**config.mk**
```make
export PLATFORM = sky130hd
export DESIGN_NAME = vospi_pixel_assembler
export DESIGN_NICKNAME = d
export VERILOG_FILES = /design/src/rtl/vospi_pkg.sv /design/src/rtl/vospi_pixel_fifo.sv /design/src/rtl/vospi_pixel_assembler.sv
export SDC_FILE = /design/constraint.sdc
export NUM_CORES = 1
export LEC_CHECK = 0
export BUFFER_PORTS_ARGS = -buffer_cell sky130_fd_sc_hd__buf_4
export CAP_MARGIN = 40
export CELL_PAD_IN_SITES_DETAIL_PLACEMENT = 1
export CELL_PAD_IN_SITES_GLOBAL_PLACEMENT = 2
export CORE_MARGIN = 4
export CORE_UTILIZATION = 46
export CTS_CLUSTER_SIZE = 25
export DETAILED_ROUTE_END_ITERATION = 16
export GPL_ROUTABILITY_DRIVEN = 0
export PLACE_DENSITY = 0.89
export RECOVER_POWER = 100
export SYNTH_ARGS = -nofsm -noshare
export SYNTH_HDL_FRONTEND = slang
export SYNTH_SLANG_ARGS = --single-unit
export TNS_END_PERCENT = 10
```
**constraint.sdc**
```tcl
create_clock -name clk_i -period 4.3 [get_ports clk_i]
set_input_delay 0.645 -clock clk_i [delete_from_list [all_inputs] [get_ports clk_i]]
set_output_delay 0.645 -clock clk_i [all_outputs]
set_load 0.005 [all_outputs]
```
**src/rtl/vospi_pkg.sv**
```systemverilog
// Shared VoSPI types: frame geometry, pixel word and the tagged pixel carried to the frame-buffer writer.
package vospi_pkg;

    localparam int unsigned frame_width_c  = 80;
    localparam int unsigned frame_height_c = 60;
    localparam int unsigned x_w_c          = $clog2(frame_width_c);
    localparam int unsigned y_w_c          = $clog2(frame_height_c);

    typedef logic [15:0] pixel_t;

    typedef struct packed {
        pixel_t             pixel;
        logic [x_w_c-1:0]   x;
        logic [y_w_c-1:0]   y;
        logic               sof;
        logic               eol;
        logic               eof;
    } pixel_tag_t;

    // Pixels travel big-endian on the wire: the first byte is the MSB.
    function automatic pixel_t pack_pixel(input logic [7:0] hi, input logic [7:0] lo);
        return {hi, lo};
    endfunction

endpackage

```
**src/rtl/vospi_pixel_fifo.sv**
```systemverilog
// First-word fall-through FIFO of tagged pixels with flush; the head reads as zero while empty.
module vospi_pixel_fifo
    import vospi_pkg::*;
#(
    parameter int unsigned depth_p = 4
) (
    input  logic       clk_i,
    input  logic       reset_i,
    input  logic       flush_i,
    input  logic       push_i,
    input  logic       pop_i,
    input  pixel_tag_t data_i,
    output pixel_tag_t data_o,
    output logic       empty_o,
    output logic       full_o
);

    localparam int unsigned ptr_w = $clog2(depth_p);
    localparam int unsigned cnt_w = ptr_w + 1;

    pixel_tag_t       mem_q [depth_p];
    logic [ptr_w-1:0] wr_ptr_q, wr_ptr_d;
    logic [ptr_w-1:0] rd_ptr_q, rd_ptr_d;
    logic [cnt_w-1:0] cnt_q, cnt_d;
    logic             empty_q, empty_d;
    logic             full_q, full_d;
    logic             do_push;
    logic             do_pop;

    always_comb begin
        wr_ptr_d = wr_ptr_q;
        rd_ptr_d = rd_ptr_q;
        cnt_d    = cnt_q;
        do_pop   = pop_i & ~empty_q;
        // A full FIFO still takes a push when the head leaves in the same cycle.
        do_push  = push_i & (~full_q | do_pop);
        if (flush_i) begin
            wr_ptr_d = '0;
            rd_ptr_d = '0;
            cnt_d    = '0;
        end else begin
            if (do_push) wr_ptr_d = wr_ptr_q + ptr_w'(1);
            if (do_pop)  rd_ptr_d = rd_ptr_q + ptr_w'(1);
            cnt_d = cnt_q + cnt_w'(do_push) - cnt_w'(do_pop);
        end
        empty_d = (cnt_d == '0);
        full_d  = (cnt_d == cnt_w'(depth_p));
    end

    always_ff @(posedge clk_i) begin
        if (reset_i) begin
            wr_ptr_q <= '0;
            rd_ptr_q <= '0;
            cnt_q    <= '0;
            empty_q  <= 1'b1;
            full_q   <= 1'b0;
        end else begin
            wr_ptr_q <= wr_ptr_d;
            rd_ptr_q <= rd_ptr_d;
            cnt_q    <= cnt_d;
            empty_q  <= empty_d;
            full_q   <= full_d;
        end
    end

    // Storage needs no reset; the head is masked while empty.
    always_ff @(posedge clk_i) begin
        if (do_push && !flush_i && !reset_i) mem_q[wr_ptr_q] <= data_i;
    end

    assign data_o  = empty_q ? '0 : mem_q[rd_ptr_q];
    assign empty_o = empty_q;
    assign full_o  = full_q;

endmodule

```
**src/rtl/vospi_pixel_assembler.sv**
```systemverilog
// Pairs VoSPI payload bytes into big-endian pixels, tags them with position/frame markers
// and hands them to the frame-buffer writer through a small FIFO, dropping on overflow.
module vospi_pixel_assembler
    import vospi_pkg::*;
#(
    parameter int unsigned frame_width_p  = frame_width_c,
    parameter int unsigned frame_height_p = frame_height_c,
    parameter int unsigned fifo_depth_p   = 4
) (
    input  logic                              clk_i,
    input  logic                              reset_i,
    input  logic [7:0]                        data_i,
    input  logic                              valid_i,
    input  logic                              resync_i,
    input  logic                              ready_i,
    output logic                              valid_o,
    output logic [15:0]                       pixel_o,
    output logic [$clog2(frame_width_p)-1:0]  x_o,
    output logic [$clog2(frame_height_p)-1:0] y_o,
    output logic                              sof_o,
    output logic                              eol_o,
    output logic                              eof_o,
    output logic                              overflow_o,
    output logic [15:0]                       frame_cnt_o
);

    localparam int unsigned x_w = $clog2(frame_width_p);
    localparam int unsigned y_w = $clog2(frame_height_p);

    logic             phase_q, phase_d;
    logic [7:0]       hi_q, hi_d;
    logic [x_w_c-1:0] x_q, x_d;
    logic [y_w_c-1:0] y_q, y_d;
    logic             overflow_q, overflow_d;
    logic [15:0]      frame_cnt_q, frame_cnt_d;

    logic             formed_c;
    logic             pop_c;
    logic             push_c;
    logic             last_col_c;
    logic             last_row_c;
    logic             fifo_empty;
    logic             fifo_full;
    pixel_tag_t       tag_c;
    pixel_tag_t       head;

    // Pairing, tagging, counters and overflow tracking.
    always_comb begin
        phase_d     = phase_q;
        hi_d        = hi_q;
        x_d         = x_q;
        y_d         = y_q;
        overflow_d  = overflow_q;
        frame_cnt_d = frame_cnt_q;

        formed_c   = valid_i & phase_q & ~resync_i;
        pop_c      = ~fifo_empty & ready_i;
        push_c     = formed_c & (~fifo_full | pop_c);
        last_col_c = (x_q == x_w_c'(frame_width_p - 1));
        last_row_c = (y_q == y_w_c'(frame_height_p - 1));

        tag_c.pixel = pack_pixel(hi_q, data_i);
        tag_c.x     = x_q;
        tag_c.y     = y_q;
        tag_c.sof   = (x_q == '0) && (y_q == '0);
        tag_c.eol   = last_col_c;
        tag_c.eof   = last_col_c & last_row_c;

        if (resync_i) begin
            phase_d    = 1'b0;
            x_d        = '0;
            y_d        = '0;
            overflow_d = 1'b0;
        end else if (valid_i) begin
            if (!phase_q) begin
                hi_d    = data_i;
                phase_d = 1'b1;
            end else begin
                phase_d = 1'b0;
                // Position advances even for dropped pixels so the frame stays aligned.
                if (last_col_c) begin
                    x_d = '0;
                    if (last_row_c) begin
                        y_d         = '0;
                        frame_cnt_d = frame_cnt_q + 16'd1;
                    end else begin
                        y_d = y_q + y_w_c'(1);
                    end
                end else begin
                    x_d = x_q + x_w_c'(1);
                end
                if (!push_c) overflow_d = 1'b1;
            end
        end
    end

    always_ff @(posedge clk_i) begin
        if (reset_i) begin
            phase_q     <= 1'b0;
            hi_q        <= '0;
            x_q         <= '0;
            y_q         <= '0;
            overflow_q  <= 1'b0;
            frame_cnt_q <= '0;
        end else begin
            phase_q     <= phase_d;
            hi_q        <= hi_d;
            x_q         <= x_d;
            y_q         <= y_d;
            overflow_q  <= overflow_d;
            frame_cnt_q <= frame_cnt_d;
        end
    end

    vospi_pixel_fifo #(
        .depth_p (fifo_depth_p)
    ) u_fifo (
        .clk_i   (clk_i),
        .reset_i (reset_i),
        .flush_i (resync_i),
        .push_i  (push_c),
        .pop_i   (pop_c),
        .data_i  (tag_c),
        .data_o  (head),
        .empty_o (fifo_empty),
        .full_o  (fifo_full)
    );

    assign valid_o     = ~fifo_empty;
    assign pixel_o     = head.pixel;
    assign x_o         = x_w'(head.x);
    assign y_o         = y_w'(head.y);
    assign sof_o       = head.sof;
    assign eol_o       = head.eol;
    assign eof_o       = head.eof;
    assign overflow_o  = overflow_q;
    assign frame_cnt_o = frame_cnt_q;

endmodule
```
==> results.json, run 1 <==
{
  "synthFlopType": "edfxtp_1",
  "yosysSeqAreaShare_pct": 67.57,
  "leakage_nw": 2.819,
  "max_freq_ghz": 0.3039,
  "start_util_pct": 46.99,
  "drt_iter0_markers": 232,
  "postRouteAntennaNets": 0,
  "slew-limit-headroom_pct": 7.871,
  "synth.distinct_cells": 42,
  "rows": 45,
  "via_per_inst": 5.486,
  "cp-start-kind": "register",
  "dp_hpwl_um": 9570,
  "synthCells": 469,
  "synth_seq_cells": 178,
  "synth-edff-count": 128,
  "maxSlewViolCount": 0,
  "cts.sinks": 178,
  "overflow": 0,
  "root_buffer": "clkbuf_16",
  "clock_path_buffers": 2,
  "place_area_mm2": 0.007884,
  "cts.reportedPaths.clkPinSlew_ps": 60,
  "wl_per_cell_um": 20.10,
  "tightest_slew_ps": 1382,
  "synth.net_count": 494,
  "reg2reg_slack_ps": 1220,
  "r2r_cells": 5,
  "worst_ep_required_time_ps": 3650,
  "synthesis.area_mm2": 0.007169,
  "hold_class": "in2reg",
  "routed_wl_um": 15280,
  "p_per_area_mw_per_mm2": 414.3,
  "antenna_found_initial": 0,
  "grt_pass1_vias": 4525,
  "num_antenna_cells": 0,
  "setup_viol": 0,
  "nets": 561,
  "yosys_warnings": 0,
  "final_cell_mix": "edfxtp_1 (128), dfxtp_1 (50), mux4_2 (32), nor2_1 (30), buf_4 (30)",
  "grt_first_pass_wirelength_um": 24990,
  "fin_util_pct": 55.25,
  "power_mw": 3.493,
  "nFillCells": 1455,
  "max_cap_violations": 0,
  "cts_htree_levels": 4,
  "dieArea_mm2": 0.01765,
  "first_pass_iters": 4,
  "final_cell_area_mm2": 0.008431,
  "synthArstFlopShare_pct": 0,
  "synth.avg_cell_area_um2": 15.29,
  "grt_use_total_pct": 18.43,
  "final.setup.tns_ps": 0,
  "holdPathStages": 2,
  "fp.dieW_um": 132.8,
  "area_delta_synth_final_pct": 17.59,
  "path_class": "reg2out",
  "fin_crit_sh_pct": 76.53,
  "cts_hold_buf": 0,
  "die_y_um": 132.8,
  "peakVddDrop_v": 0.0003061,
  "portBuffers": 62,
  "hold_viol_final": 0,
  "post_cts_buffers": 0,
  "final_layout_size_suffix_gt1_share_pct": 22.40,
  "numCtsBuffers": 17,
  "insertion_delay_ps": 430,
  "run_status": "finished, final reports clean",
  "core_mm2": 0.01526,
  "cts_tree": "done",
  "cp_data_arrival_time_ps": 2650,
  "route.detailed.drc": 0,
  "ioPinCount": 63,
  "grt_max_degree": 33,
  "rsz0062_at_grt": "no",
  "final_common_cell": "edfxtp_1",
  "path_max_fanout": 14,
  "vias": 4169,
  "cts_resized": 0,
  "min_period_ps": 3291,
  "crit_path_end_kind": "primary output",
  "fin_skew_ps": 9.266
}
Yosys cell counts (all sizes together), types with 4 or more instances:
cell type,number,area (um^2)
edfxtp,128,3844
dfxtp,50,1001
and2,36,225.2
mux4,32,720.7
nor2,30,112.6
a21oi,22,110.1
nand2,16,60.06
clkbuf,15,56.30
inv,15,56.30
ha,11,137.6
mux2i,11,110.1
nand3,9,50.05
nand4,9,62.56
o21ai,9,45.04
o31ai,9,67.56
buf,8,43.79
or4,8,60.06
or3,7,43.79
xnor2,7,61.31
and3,6,37.54
xor2,5,43.79
and4,4,35.03
power breakdown:
part	leakage, nW	switching [mW]	total (mW)	internal, mW
logic	0.997	0.0403	0.0687	0.0284
clock network	0.300	0.637	1.58	0.946
registers	1.52	0.00786	1.84	1.83
per-stage QoR:
stage	setup slack, ps	hold slack, ps	cells
CTS	1355	404.7	760
floorplan	1899	454.8	469
global route	728.2	485.0	760
global placement	1759	470.8	726
finish	1009	494.2	760
detailed placement	1659	492.6	728
per-layer routing:
| layer | part of all wire [%] | vias to the layer above | GRT usage [%] |
|---|---|---|---|
| li1 | - | 1915 | - |
| met5 | 0 | - | 0 |
| met1 | 43 | 2152 | 23.23 |
| met2 | 51 | 87 | 31.24 |
| met3 | 4.6 | 15 | 4.791 |
| met4 | 1.3 | 0 | 5.889 |
critical path, cell delays in order, from the launching register on:
cell and delay [ps]:
dfxtp_1 720, clkbuf_2 580, mux4_2 600, and2_0 180, buf_4 140
worst paths after layout:
check | startpoint | endpoint
worst max-delay path | register | pixel_o[1]
worst min-delay path | resync_i | u_fifo.full_o$_SDFF_PP0_
worst max register to register | x_q[0]$_SDFFE_PP0N_ | frame_cnt_o[8]$_SDFFE_PP0P_
worst min register to register | overflow_o$_SDFFE_PP0P_ | overflow_o$_SDFFE_PP0P_
final cells by class:
cell class | count | area (um^2) | area share [%]
Sequential cell | 178 | 4845 | 57.47
Tap cell | 211 | 264.0 | 3.131
Inverter | 15 | 56.30 | 0.6679
Clock buffer | 20 | 456.7 | 5.417
Multi-Input combinational cell | 253 | 2167 | 25.70
Clock inverter | 12 | 155.1 | 1.840
Timing Repair Buffer | 71 | 486.7 | 5.773
cells by family (layout without fill, tap and decap cells):
group	count (synthesis)	count (layout)	synth area share, %
AO/OA/AOI/OAI	44	44	3.543
XOR/XNOR	12	12	1.466
adder cells (fa/ha/maj)	12	12	2.199
buffers and inverters	38	118	2.181
flip-flops	178	178	67.57
multiplexers	44	44	11.75
AND/OR/NAND/NOR	141	141	11.29
state kept, by name, indices dropped and copies added, names as in the netlist, named ones only:
register and count:
overflow_o 1, u_fifo.rd_ptr_q 2, u_fifo.full_o 1, u_fifo.cnt_q 3
hi_q 8, u_fifo.mem_q 128, x_q 7, phase_q 1
u_fifo.empty_o 1, frame_cnt_o 16, u_fifo.wr_ptr_q 2, y_q 6
(Power assumes the default switching activity.)
==> run 2, diff against run 1 <==
- ABC_AREA: default -> 1
- CORE_UTILIZATION: 46 -> 35
- PLACE_DENSITY: 0.89 -> 0.81
- clock period: 4.3 -> 2.8 ns (I/O delays scaled with it)
==> run 2 against run 1 <==
Clock power increased by 49%. Routed wire length increased by 21%. Clock skew about the same. Largest cell class unchanged. Power increased by 52%. Register-to-register slack got worse by 870 ps. Hold slack got worse by 270 ps.
==> results.json, run 2 <==
{
  "p_per_area_mw_per_mm2": 603.6,
  "core_mm2": 0.02109,
  "min_period_ps": 2584,
  "routed_wl_um": 18440,
  "portBuffers": 62,
  "cts.reportedPaths.clkPinSlew_ps": 70,
  "fin_crit_sh_pct": 92.27,
  "drt_iter0_markers": 340,
  "numCtsBuffers": 17,
  "root_buffer": "clkbuf_16",
  "synthCells": 747,
  "cts_resized": 0,
  "antenna_found_initial": 0,
  "hold_class": "in2reg",
  "use_met2_pct": 28.08,
  "fp.dieW_um": 154.6,
  "grt_first_pass_wirelength_um": 30160,
  "combPwrFrac_pct": 2.1,
  "overflow": 0,
  "cts.sinks": 178,
  "yosys.area.top_type": "edfxtp_1",
  "hold_start": "valid_i",
  "dp_hpwl_um": 12180,
  "num_antenna_cells": 0,
  "synth.distinct_cells": 36,
  "slew-limit-headroom_pct": 45.64,
  "pwr-share-seq_pct": 53.4,
  "place_area_mm2": 0.008333,
  "cts_tree": "done",
  "peakVddDrop_v": 0.0003762,
  "synth-edff-count": 128,
  "route.detailed.drc": 0,
  "tightest_slew_ps": 815.4,
  "synth.avg_cell_area_um2": 10.06,
  "synth.net_count": 772,
  "crit_path_end_kind": "primary output",
  "sw_frac_of_total_pct": 21.07,
  "path_class": "reg2out",
  "synthArstFlopShare_pct": 0,
  "dieArea_mm2": 0.02389,
  "vias": 5412,
  "yosys_warnings": 0,
  "synth.most_common_cell": "nor2_1",
  "synth_common_cells": "nor2_1 (187), edfxtp_1 (128), o21ai_0 (81), nand2_1 (77), inv_1 (63)",
  "grt_most_used_layer": "met2",
  "path_max_fanout": 64,
  "grt_use_total_pct": 15.91,
  "grt_max_degree": 65,
  "fin_skew_ps": 9.167,
  "rsz0062_at_grt": "no",
  "reg2reg_slack_ps": 350,
  "via_per_inst": 4.911,
  "hold_viol_final": 0,
  "grt_pass1_vias": 5789,
  "use_met1_pct": 19.57,
  "rr_startpoint": "x_q[1]$_SDFFE_PP0N_",
  "worst_ep_required_time_ps": 2380,
  "insertion_delay_ps": 430,
  "setup_viol": 0,
  "cts_htree_levels": 4,
  "synthesis.area_mm2": 0.007518,
  "yosys-top-cells-area": "edfxtp_1 (51%), dfxtp_1 (13%), nor2_1 (9.3%)",
  "synth_seq_cells": 178,
  "leakage_nw": 3.335,
  "wl_per_cell_um": 16.73,
  "area_delta_synth_final_pct": 16.94,
  "max_cap_violations": 0,
  "fin_util_pct": 41.69,
  "cell_internal_pwr_mw": 4.188,
  "clock_path_buffers": 2,
  "post_cts_buffers": 0,
  "final_common_cell": "nor2_1",
  "first_pass_iters": 4,
  "yosysSeqAreaShare_pct": 64.44,
  "grtUsageMet3_pct": 3.470,
  "power_mw": 5.307,
  "whs_ps": 229.1,
  "final.setup.tns_ps": 0,
  "cp-start-kind": "register",
  "maxSlewViolCount": 0,
  "run_status": "finished, final reports clean",
  "start_util_pct": 35.65,
  "largest_register_ffs": 128,
  "postRouteAntennaNets": 0,
  "net-switching-power_mw": 1.118,
  "synthFlopType": "edfxtp_1",
  "top_register": "u_fifo.mem_q",
  "ioPinCount": 63,
  "final_cell_area_mm2": 0.008792,
  "max_freq_ghz": 0.3870,
  "cts_hold_buf": 0,
  "rows": 53,
  "nets": 839,
  "final_cell_mix": "nor2_1 (188), edfxtp_1 (128), o21ai_0 (81), nand2_1 (79), inv_1 (64)",
  "clock_power_share_pct": 44.5,
  "synth_top_cell_area_share_pct": 51.12,
  "cp_data_arrival_time_ps": 2160,
  "die_y_um": 154.6,
  "final_layout_size_suffix_gt1_share_pct": 13.42
}
[run 2: cell families (layout without fill, tap and decap cells)]
logic type	Yosys count	in the layout	synth area share, %
AO/OA/AOI/OAI	143	143	9.968
AND/OR/NAND/NOR	311	311	17.44
flip-flops	178	178	64.44
buffers and inverters	96	176	5.242
adder cells (fa/ha/maj)	12	12	2.097
XOR/XNOR	7	7	0.8155
[run 2: layer usage]
| layer | up-vias | routed length (um) |
|---|---|---|
| met5 | - | 0 |
| met4 | 0 | 284 |
| met3 | 22 | 681 |
| met2 | 92 | 9438 |
| met1 | 2677 | 8030 |
| li1 | 2621 | - |
[run 2: final cells by class]
type	instances	area, um^2
Inverter	66	247.7
Fill cell	2374	12300
Clock inverter	13	148.9
Sequential cell	178	4846
Clock buffer	19	432.9
Multi-Input combinational cell	473	2248
Timing Repair Buffer	78	524.3
Tap cell	275	344.1
[run 2: final timing paths]
check	endpoint	cells after the start
min reg2reg	hi_q[3]$_SDFFE_PP0P_	2
max reg2reg	frame_cnt_o[6]$_SDFFE_PP0P_	8
min	phase_q$_SDFFE_PP0P_	3
max	pixel_o[2]	6
[run 2: worst max-delay path, cell delays in order (launching register included)]
cell and delay [ps]:
dfxtp_2 340, buf_4 570, nor2_1 110, nor2_1 120, o21ai_0 100, a21oi_1 270
clkbuf_4 190
[run 2: through the flow]
step | cells | worst slack, ps
after detailed placement | 1070 | 564.7
after floorplan | 747 | 17.19
final | 1102 | 216.3
after CTS | 1102 | 197.7
after global routing | 1102 | 23.54
after global placement | 1069 | 577.1
[run 2: power groups by stage]
stage	Combinational, mW	Sequential, mW	Clock, mW
4_1_cts	0.128	2.83	2.42
3_3_place_gp	0.122	2.89	0
2_1_floorplan	0.0622	2.89	0
6_report	0.114	2.83	2.36
3_5_place_dp	0.126	2.89	0
5_1_grt	0.132	2.83	2.54
==> run 3, diff against run 2 <==
- PLACE_DENSITY: 0.81 -> default
- PLACE_DENSITY_LB_ADDON: default -> 0.25
==> run 3 against run 2 <==
Global-route usage grew 0.33 points. Final cell count shrank 0.27%. Via count is essentially flat. Register-to-register slack lost 70 ps. Combinational power is essentially flat. Sequential power is essentially flat. First-iteration DRC count shrank 30%. Power grew 0.37%. Critical endpoint is now x_o[5]. Hold slack gained 44 ps. Sequential share of layout area shrank 0.086 points. Count of clock-buffer cells in the layout is the same.
==> results.json, run 3 (synthesized netlist as in run 2, its figures left out) <==
{
  "routed_wl_um": 18740,
  "holdPathStages": 3,
  "crit_path_end_kind": "primary output",
  "rsz0062_at_grt": "no",
  "grt_pass1_vias": 5836,
  "p_per_area_mw_per_mm2": 604.8,
  "final_cell_mix": "nor2_1 (187), edfxtp_1 (128), o21ai_0 (82), nand2_1 (79), inv_1 (64)",
  "cts_resized": 0,
  "dieArea_mm2": 0.02389,
  "portBuffers": 62,
  "fin_util_pct": 41.76,
  "wl_per_cell_um": 17.05,
  "min_period_ps": 2590,
  "ioPinCount": 63,
  "peakVddDrop_v": 0.0003754,
  "top_register": "u_fifo.mem_q",
  "die_y_um": 154.6,
  "hold_viol_final": 0,
  "run_status": "finished, final reports clean",
  "path_max_fanout": 64,
  "cp_data_arrival_time_ps": 2170,
  "maxSlewViolCount": 0,
  "hold_class": "in2reg",
  "dp_hpwl_um": 11880,
  "path_class": "reg2out",
  "drt_iter0_markers": 237,
  "insertion_delay_ps": 420,
  "fin_crit_sh_pct": 92.50,
  "area_delta_synth_final_pct": 17.12,
  "cp-start-kind": "register",
  "cts.sinks": 178,
  "setup_viol": 0,
  "post_cts_buffers": 0,
  "cts_htree_levels": 4,
  "r2r_cells": 5,
  "leakage_nw": 3.357,
  "grt_max_degree": 65,
  "cts.reportedPaths.clkPinSlew_ps": 70,
  "route.detailed.drc": 0,
  "cts_hold_buf": 0,
  "root_buffer": "clkbuf_16",
  "num_antenna_cells": 0,
  "via_per_inst": 4.926,
  "first_pass_iters": 5,
  "vias": 5414,
  "worst_ep_required_time_ps": 2380,
  "cts_tree": "done",
  "tightest_slew_ps": 994.8,
  "overflow": 0,
  "fin_skew_ps": 10.57,
  "rows": 53,
  "slew-limit-headroom_pct": 33.68,
  "core_mm2": 0.02109,
  "fp.dieW_um": 154.6,
  "max_freq_ghz": 0.3861,
  "max_cap_violations": 0,
  "antenna_found_initial": 1,
  "largest_register_ffs": 128,
  "final_layout_size_suffix_gt1_share_pct": 14.32,
  "postRouteAntennaNets": 0,
  "final.setup.tns_ps": 0,
  "nets": 836,
  "numCtsBuffers": 17,
  "grt_first_pass_wirelength_um": 30370,
  "start_util_pct": 35.65,
  "grt_use_total_pct": 16.23,
  "final_common_cell": "nor2_1",
  "clock_path_buffers": 2
}
run 3: layout make-up:
cell class,count,area [um^2]
Clock inverter,13,150.1
Multi-Input combinational cell,473,2260
Fill cell,2396,12280
Tap cell,275,344.1
Clock buffer,19,442.9
Inverter,66,247.7
Timing Repair Buffer,75,515.5
Sequential cell,178,4846
run 3: critical path, stage by stage (launching register included):
cell and delay (ps):
dfxtp_2 330, buf_4 590, nor2_1 120, nor2_1 130, o21ai_0 100, a21oi_1 280
clkbuf_4 200
run 3: power by group:
part / switching [mW] / leakage (nW) / internal (mW)
Combinational: 0.0790 / 1.44 / 0.0375
Sequential: 0.0128 / 1.64 / 2.82
Clock: 1.02 / 0.273 / 1.35
run 3: path summary, 6_finish.rpt:
kind | from | endpoint | slack [ps]
worst max-delay path | register | x_o[5] | 210
worst min register to register | u_fifo.rd_ptr_q[0]$_SDFFE_PP0P_ | u_fifo.rd_ptr_q[0]$_SDFFE_PP0P_ | 490
worst max register to register | phase_q$_SDFFE_PP0P_ | u_fifo.mem_q[0][25]$_DFFE_PP_ | 280
worst min-delay path | valid_i | phase_q$_SDFFE_PP0P_ | 270
run 3: metal layers:
metal	GRT usage (%)	wire (um)	vias to the layer above
met5	0	13	-
met4	4.878	204	2
met3	3.246	760	20
met2	28.64	9584	89
met1	20.13	8179	2692
li1	-	-	2611
run 3: stage by stage:
step | cells | hold WS, ps | worst slack, ps | cell area, um^2 | power, mW
detailed placement | 1067 | 483.7 | 552.7 | 8303 | 3.018
floorplan | 747 | 443.5 | 17.19 | 7518 | 2.948
global placement | 1067 | 461.9 | 592.5 | 8303 | 3.011
global route | 1099 | 259.9 | 52.92 | 8806 | 5.515
finish | 1099 | 273.1 | 209.9 | 8806 | 5.326
CTS | 1099 | 192.5 | 200.5 | 8896 | 5.403
